===== config.mk =====
export PLATFORM = sky130hd
export DESIGN_NAME = mem_access
export DESIGN_NICKNAME = d
export VERILOG_FILES = /design/src/rtl/mem_access.sv
export SDC_FILE = /design/constraint.sdc
export NUM_CORES = 1
export LEC_CHECK = 0
export CORE_ASPECT_RATIO = 0.7
export CORE_MARGIN = 2
export CORE_UTILIZATION = 38
export DETAILED_ROUTE_END_ITERATION = 16
export PLACE_DENSITY = 0.74
export REMOVE_ABC_BUFFERS = 1
export SLEW_MARGIN = 40
export SYNTH_ARGS = -nofsm -noshare
export SYNTH_HDL_FRONTEND = slang
export SYNTH_SLANG_ARGS = --single-unit

===== constraint.sdc =====
create_clock -name clk -period 1.75 [get_ports clk]
set_clock_uncertainty 0.2 [all_clocks]
set_input_delay 0.525 -clock clk [delete_from_list [all_inputs] [get_ports clk]]
set_output_delay 0.525 -clock clk [all_outputs]
set_load 0.02 [all_outputs]

===== src/rtl/mem_access.sv =====
// rtl/mem_access.sv - RV32I memory-access stage: classify, lane-align, request/ack, load extract
module mem_access #(
    parameter int unsigned TIMEOUT = 255
) (
    input  logic        clk,
    input  logic        reset,
    input  logic        start_i,
    input  logic [31:0] ir_i,
    input  logic [31:0] addr_i,
    input  logic [31:0] store_data_i,
    output logic        dmem_req_o,
    output logic        dmem_we_o,
    output logic [31:0] dmem_addr_o,
    output logic [3:0]  dmem_be_o,
    output logic [31:0] dmem_wdata_o,
    input  logic [31:0] dmem_rdata_i,
    input  logic        dmem_ack_i,
    output logic [31:0] mem_o,
    output logic        done_o,
    output logic        busy_o,
    output logic [1:0]  fault_o
);

    localparam logic [6:0] OP_LOAD  = 7'b0000011;
    localparam logic [6:0] OP_STORE = 7'b0100011;
    localparam logic [7:0] CNT_LAST = 8'(TIMEOUT - 1);

    localparam logic [1:0] FAULT_NONE  = 2'b00;
    localparam logic [1:0] FAULT_ALIGN = 2'b01;
    localparam logic [1:0] FAULT_F3    = 2'b10;
    localparam logic [1:0] FAULT_TMO   = 2'b11;

    typedef enum logic [1:0] {
        S_IDLE,
        S_REQ,
        S_DONE
    } state_t;

    state_t      state, state_next;

    logic        is_load_q, is_store_q;
    logic [2:0]  f3_q;
    logic [31:0] addr_q;
    logic [31:0] sdata_q;
    logic [7:0]  cnt;
    logic [1:0]  fault_q;
    logic [31:0] mem_q;

    logic        in_load, in_store, in_f3_legal, in_aligned, in_go_req;
    logic [1:0]  in_fault;
    logic        accept, timeout_hit;
    logic [31:0] load_value;
    logic [31:0] rdata_sh;
    logic [3:0]  lane_be;
    logic [31:0] lane_wdata;

    // Only the opcode and funct3 fields of the instruction matter here.
    logic unused_ir;
    assign unused_ir = ^{ir_i[31:15], ir_i[11:7]};

    assign accept      = (state == S_IDLE) && start_i;
    assign timeout_hit = (cnt == CNT_LAST);

    // Classify the incoming instruction: legality of funct3 and address alignment.
    always_comb begin
        in_load     = (ir_i[6:0] == OP_LOAD);
        in_store    = (ir_i[6:0] == OP_STORE);
        in_f3_legal = 1'b0;
        in_aligned  = 1'b0;
        in_fault    = FAULT_NONE;
        if (in_load) begin
            in_f3_legal = (ir_i[14:12] inside {3'b000, 3'b001, 3'b010, 3'b100, 3'b101});
        end else if (in_store) begin
            in_f3_legal = (ir_i[14:12] inside {3'b000, 3'b001, 3'b010});
        end
        case (ir_i[13:12])
            2'b00:   in_aligned = 1'b1;
            2'b01:   in_aligned = ~addr_i[0];
            2'b10:   in_aligned = (addr_i[1:0] == 2'b00);
            default: in_aligned = 1'b0;
        endcase
        if (in_load || in_store) begin
            if (!in_f3_legal) begin
                in_fault = FAULT_F3;
            end else if (!in_aligned) begin
                in_fault = FAULT_ALIGN;
            end
        end
        in_go_req = (in_load || in_store) && in_f3_legal && in_aligned;
    end

    // Next-state logic for the IDLE -> (REQ) -> DONE -> IDLE sequence.
    always_comb begin
        state_next = state;
        case (state)
            S_IDLE: begin
                if (start_i) begin
                    state_next = in_go_req ? S_REQ : S_DONE;
                end
            end
            S_REQ: begin
                if (dmem_ack_i || timeout_hit) begin
                    state_next = S_DONE;
                end
            end
            S_DONE:  state_next = S_IDLE;
            default: state_next = S_IDLE;
        endcase
    end

    // State register.
    always_ff @(posedge clk) begin
        if (!reset) begin
            state <= S_IDLE;
        end else begin
            state <= state_next;
        end
    end

    // Capture the instruction context at start so execute may move on.
    always_ff @(posedge clk) begin
        if (!reset) begin
            is_load_q  <= 1'b0;
            is_store_q <= 1'b0;
            f3_q       <= 3'b000;
            addr_q     <= 32'h0;
            sdata_q    <= 32'h0;
        end else if (accept) begin
            is_load_q  <= in_load;
            is_store_q <= in_store;
            f3_q       <= ir_i[14:12];
            addr_q     <= addr_i;
            sdata_q    <= store_data_i;
        end
    end

    // Wait-cycle counter: cleared at start, counts each cycle spent in REQ.
    always_ff @(posedge clk) begin
        if (!reset) begin
            cnt <= 8'h0;
        end else if (accept) begin
            cnt <= 8'h0;
        end else if (state == S_REQ) begin
            cnt <= cnt + 8'h1;
        end
    end

    // Fault status: set at every start, overridden by a timeout; ack beats timeout.
    always_ff @(posedge clk) begin
        if (!reset) begin
            fault_q <= FAULT_NONE;
        end else if (accept) begin
            fault_q <= in_fault;
        end else if (state == S_REQ && !dmem_ack_i && timeout_hit) begin
            fault_q <= FAULT_TMO;
        end
    end

    // Load result register: only a completed load updates it.
    always_ff @(posedge clk) begin
        if (!reset) begin
            mem_q <= 32'h0;
        end else if (state == S_REQ && dmem_ack_i && is_load_q) begin
            mem_q <= load_value;
        end
    end

    // Byte-lane placement of store data and byte enables.
    always_comb begin
        lane_be    = 4'b1111;
        lane_wdata = 32'h0;
        if (is_store_q) begin
            case (f3_q[1:0])
                2'b00: begin
                    lane_be    = 4'b0001 << addr_q[1:0];
                    lane_wdata = {4{sdata_q[7:0]}};
                end
                2'b01: begin
                    lane_be    = 4'b0011 << addr_q[1:0];
                    lane_wdata = {2{sdata_q[15:0]}};
                end
                default: begin
                    lane_be    = 4'b1111;
                    lane_wdata = sdata_q;
                end
            endcase
        end
    end

    // Shift the addressed bytes down to bit 0 and extend per funct3.
    always_comb begin
        rdata_sh = dmem_rdata_i >> {addr_q[1:0], 3'b000};
        case (f3_q)
            3'b000:  load_value = {{24{rdata_sh[7]}}, rdata_sh[7:0]};
            3'b100:  load_value = {24'h0, rdata_sh[7:0]};
            3'b001:  load_value = {{16{rdata_sh[15]}}, rdata_sh[15:0]};
            3'b101:  load_value = {16'h0, rdata_sh[15:0]};
            default: load_value = dmem_rdata_i;
        endcase
    end

    // Memory-side outputs are driven only while a request is outstanding.
    always_comb begin
        dmem_req_o   = (state == S_REQ);
        dmem_we_o    = dmem_req_o && is_store_q;
        dmem_addr_o  = dmem_req_o ? {addr_q[31:2], 2'b00} : 32'h0;
        dmem_be_o    = dmem_req_o ? lane_be : 4'b0000;
        dmem_wdata_o = dmem_req_o ? lane_wdata : 32'h0;
        done_o       = (state == S_DONE);
        busy_o       = (state != S_IDLE);
        mem_o        = mem_q;
        fault_o      = fault_q;
    end

endmodule


==> flow_summary_export.csv <==
group,metric,value,unit
outcome,status,"finished, violations left",
outcome,violations,"negative setup slack",
worst_setup_path,r2r-end,"mem_o[5]",
min_path,hp-class,"flop to flop",
power,intPower,5.61,mW
floorplan,row_count,36,
logic_synthesis,synth-compound-area-share,19.7,%
worst_setup_path,critPathArrivalTime,1.58,ns
clock_network,cts_tree,"built",
logic_synthesis,yosysUniqueCellTypes,51,
power,net-switching-power,1.88,mW
placement,gp_congestion,0.885,
global_route,grt_pass1_wl,31.5,mm
power,combPwrFrac,16.3,%
worst_setup_path,cp-end-kind,"output port",
cells_and_area,diodes,0,
worst_setup_path,crit_path_start_kind,"flop",
sta,finalHoldViolCount,0,
logic_synthesis,ys_ff_latch,113,
worst_setup_path,worstPathRequired,1.02,ns
logic_synthesis,ys_seq_area_share,42.2,%
cells_and_area,area_growth_syn_to_layout,93.4,%
placement,hpwl,12.8,mm
drt,drc,0,
clock_network,htree_num_levels,4,
clock_network,postCtsHoldBufs,0,
cells_and_area,postLayoutCellArea,0.0104,mm2
worst_setup_path,crit_chain,"nand2b_4 > inv_8 > nand2_8 > buf_12 > buf_6 > nor2_4 > buf_6",
flow_run,cap_violations,0,
global_route,grt_pass1_vias,6032,
worst_setup_path,max_stage_delay,0.32,ns
worst_setup_path,rr_worst_depth,11,
floorplan,num_io_pins,238,
min_path,hp-start,"addr_q[15]",
drt,ant_nets,0,
drt,dr.first_iter.drc_count,380,
placement,placedCellCount,1158,
worst_setup_path,worst_path_most_repeated_cell,"buf_6",
power,vdd_drop_max,0.000695,V
floorplan,core_area,0.0139,mm2
global_route,track_usage,26.5,%
sta,setup_ws,-0.555,ns
sta,finalWorstPathRequiredPeriod,2.31,ns
floorplan,start_util,38.7,%
global_route,overflow,0,
logic_synthesis,synthFlopType,"dfxtp_1",
clock_network,clkTransAtPathRegs,0.06,ns
logic_synthesis,synth_cells,719,
floorplan,die-area,0.0151,mm2
worst_setup_path,crit_fanout,7,
sta,slew_headroom,63.7,%
clock_network,clock_sinks,113,
worst_setup_path,ff2ff_setup_slack,-0.31,ns
worst_setup_path,cpMaxStageDelayCell,"dfxtp_2",
drt,wl_per_cell,19.0,um
min_path,hold_end,"addr_q[15]",
drt,vias_per_cell,5.33,
global_route,antenna_found_initial,0,
floorplan,die_x,146,um
clock_network,numCtsBuffers,17,
worst_setup_path,critical_path_class,"flop to output port",
sta,drv_slew,0,
drt,vias,6604,
logic_synthesis,synth_top_family_by_area,"simple AND/OR/NAND/NOR gates",
power,power_density,722,mW/mm2
clock_network,cts_buffer_depth,2,
global_route,grt_max_degree,41,
cells_and_area,final_layout_size_suffix_gt1_share,40.4,%
logic_synthesis,synth-simple-area-share,26.1,%
logic_synthesis,syn-cell-area,0.00537,mm2
clock_network,root_buffer,"clkbuf_16",
min_path,min_path_cells,2,
logic_synthesis,synth.area.mux_share,5.36,%
placement,dpl_cell_area,0.00829,mm2
sta,post-route-period-util,132,%
clock_network,clock_latency,0.41,ns
logic_synthesis,synth-edff-count,0,
drt,dr.pass1.iters,7,
drt,wirelength,23.6,mm
placement,io_buffer_count,213,
sta,finalSetupTns,-42.03,ns
floorplan,die_height,103,um
power,p_leak,4.22,nW
power,p_clk_share,47.1,%
sta,tightest_slew,0.545,ns
sta,setup_viol,148,
logic_synthesis,yosys.area_share.xor_xnor,0.816,%
logic_synthesis,yosysWarnings,0,
sta,rsz0062_at_grt,"true",
cells_and_area,nNetsFinal,1172,
logic_synthesis,syn_area_per_cell,7.46,um2
worst_setup_path,timing.rr.start,"state[1]",
logic_synthesis,async_reset_ff_share,0,%
sta,fmax,434,MHz
power,p_sw_share,25.2,%
logic_synthesis,synth_fa_ha_area_share,0.466,%
power,power_frac_seq,36.6,%
cells_and_area,finalNonFillerCells,1240,
registers in the layout (all words and copies together), names as in the netlist:
signal	cells
addr_q	32
cnt	8
f3_q	3
fault_o	2
is_load_q	1
is_store_q	1
mem_o	32
sdata_q	32
state	2
stage by stage:
step / hold slack, ns / power (mW) / worst slack [ns] / utilization (%)
2_1_floorplan: 0.232 / 3.13 / -1.13 / -
3_3_place_gp: 0.238 / 3.71 / -0.592 / 59.7
3_5_place_dp: 0.242 / 3.72 / -0.590 / 59.7
4_1_cts: 0.249 / 7.27 / -0.582 / 69.0
5_1_grt: 0.266 / 7.71 / -0.604 / 74.8
6_report: 0.252 / 7.49 / -0.555 / 74.8
worst max-delay path by stage:
stage,start,endpoint,slack (ns),cells after the start
6_report,state[1],dmem_wdata_o[20],-0.56,7
5_1_grt,state[1],dmem_wdata_o[26],-0.60,7
4_1_cts,state[1],dmem_wdata_o[26],-0.58,7
3_5_place_dp,dmem_rdata_i[23],mem_o[13],-0.59,5
3_3_place_gp,state[1],dmem_wdata_o[0],-0.59,5
2_1_floorplan,f3_q[1],dmem_wdata_o[10],-1.13,3
cells in the mapped netlist (all sizes together), types with 3 or more instances:
cell,instances,area [um2]
buf,16,95.1
xor2,3,26.3
a22oi,7,52.6
nand2b,7,43.8
a21oi,120,623
nor2b,5,31.3
o21ai,26,130
dfxtp,113,2260
and2,33,206
and3,10,62.6
nor3,7,35.0
a31oi,7,43.8
nand2,198,743
nor2,45,169
inv,8,30.0
nand4,4,25.0
o32ai,7,61.3
mux2i,25,250
clkbuf,42,159
cell families after synthesis:
logic type | Yosys count
flops | 113
compound gates | 184
simple gates | 321
buf+inv | 66
mux | 27
xor+xnor | 5
fa+ha+maj | 2
other cells | 1
what timing repair did:
| action | 4_1_cts | 5_1_grt |
|---|---|---|
| gates cloned | 11 | 10 |
| buffers inserted | 12 | 26 |
| setup endpoints to repair | 141 | 199 |
| pin swaps | 16 | 50 |
| gates resized for setup | 592 | 219 |
power by group through the flow:
stage | Combinational (mW) | Sequential, mW | Clock [mW]
after floorplan | 0.332 | 2.80 | 0
after global placement | 0.937 | 2.78 | 0
after detailed placement | 0.943 | 2.78 | 0
after CTS | 1.00 | 2.73 | 3.54
after global routing | 1.30 | 2.75 | 3.67
final | 1.22 | 2.74 | 3.53
cell usage in the layout, fill, tap and decap left out, drive strengths merged, types with 3 or more instances in the layout:
cell type and count:
nand2b 7, buf 238, and2 33, clkinvlp 3, bufinv 3, a31oi 7, clkdlybuf4s50 96, dlymetal6s2s 5
a21oi 120, dfxtp 113, a22oi 7, and3 10, nor2b 5, o32ai 7, nor2 45, nor3 7
inv 8, mux2i 25, dlygate4sd2 7, xor2 3, nand4 4, clkdlybuf4s15 3, clkinv 5, clkbuf 28
o21ai 26, nand2 198
area by class of cell:
class,count,area [um2]
Timing Repair Buffer,357,3720
Multi-Input combinational cell,541,3500
Fill cell,1015,3500
Sequential cell,113,2280
Clock buffer,20,457
Tap cell,190,238
Clock inverter,11,138
Inverter,8,37.5
per-layer routing:
| layer | vias to the layer above | wire [um] | track usage (%) |
|---|---|---|---|
| met2 | 300 | 10900 | 42.1 |
| li1 | 3075 | - | - |
| met3 | 51 | 1890 | 8.29 |
| met1 | 3178 | 10200 | 34.6 |
| met4 | 0 | 588 | 9.19 |
| met5 | - | 0 | 0 |
worst max-delay path: cells and delay by family, from the launching register on:
family | cells | cell delay, ns
buf+inv | 4 | 0.51
flops | 1 | 0.32
simple gates | 3 | 0.32
(Power assumes the default switching activity.)
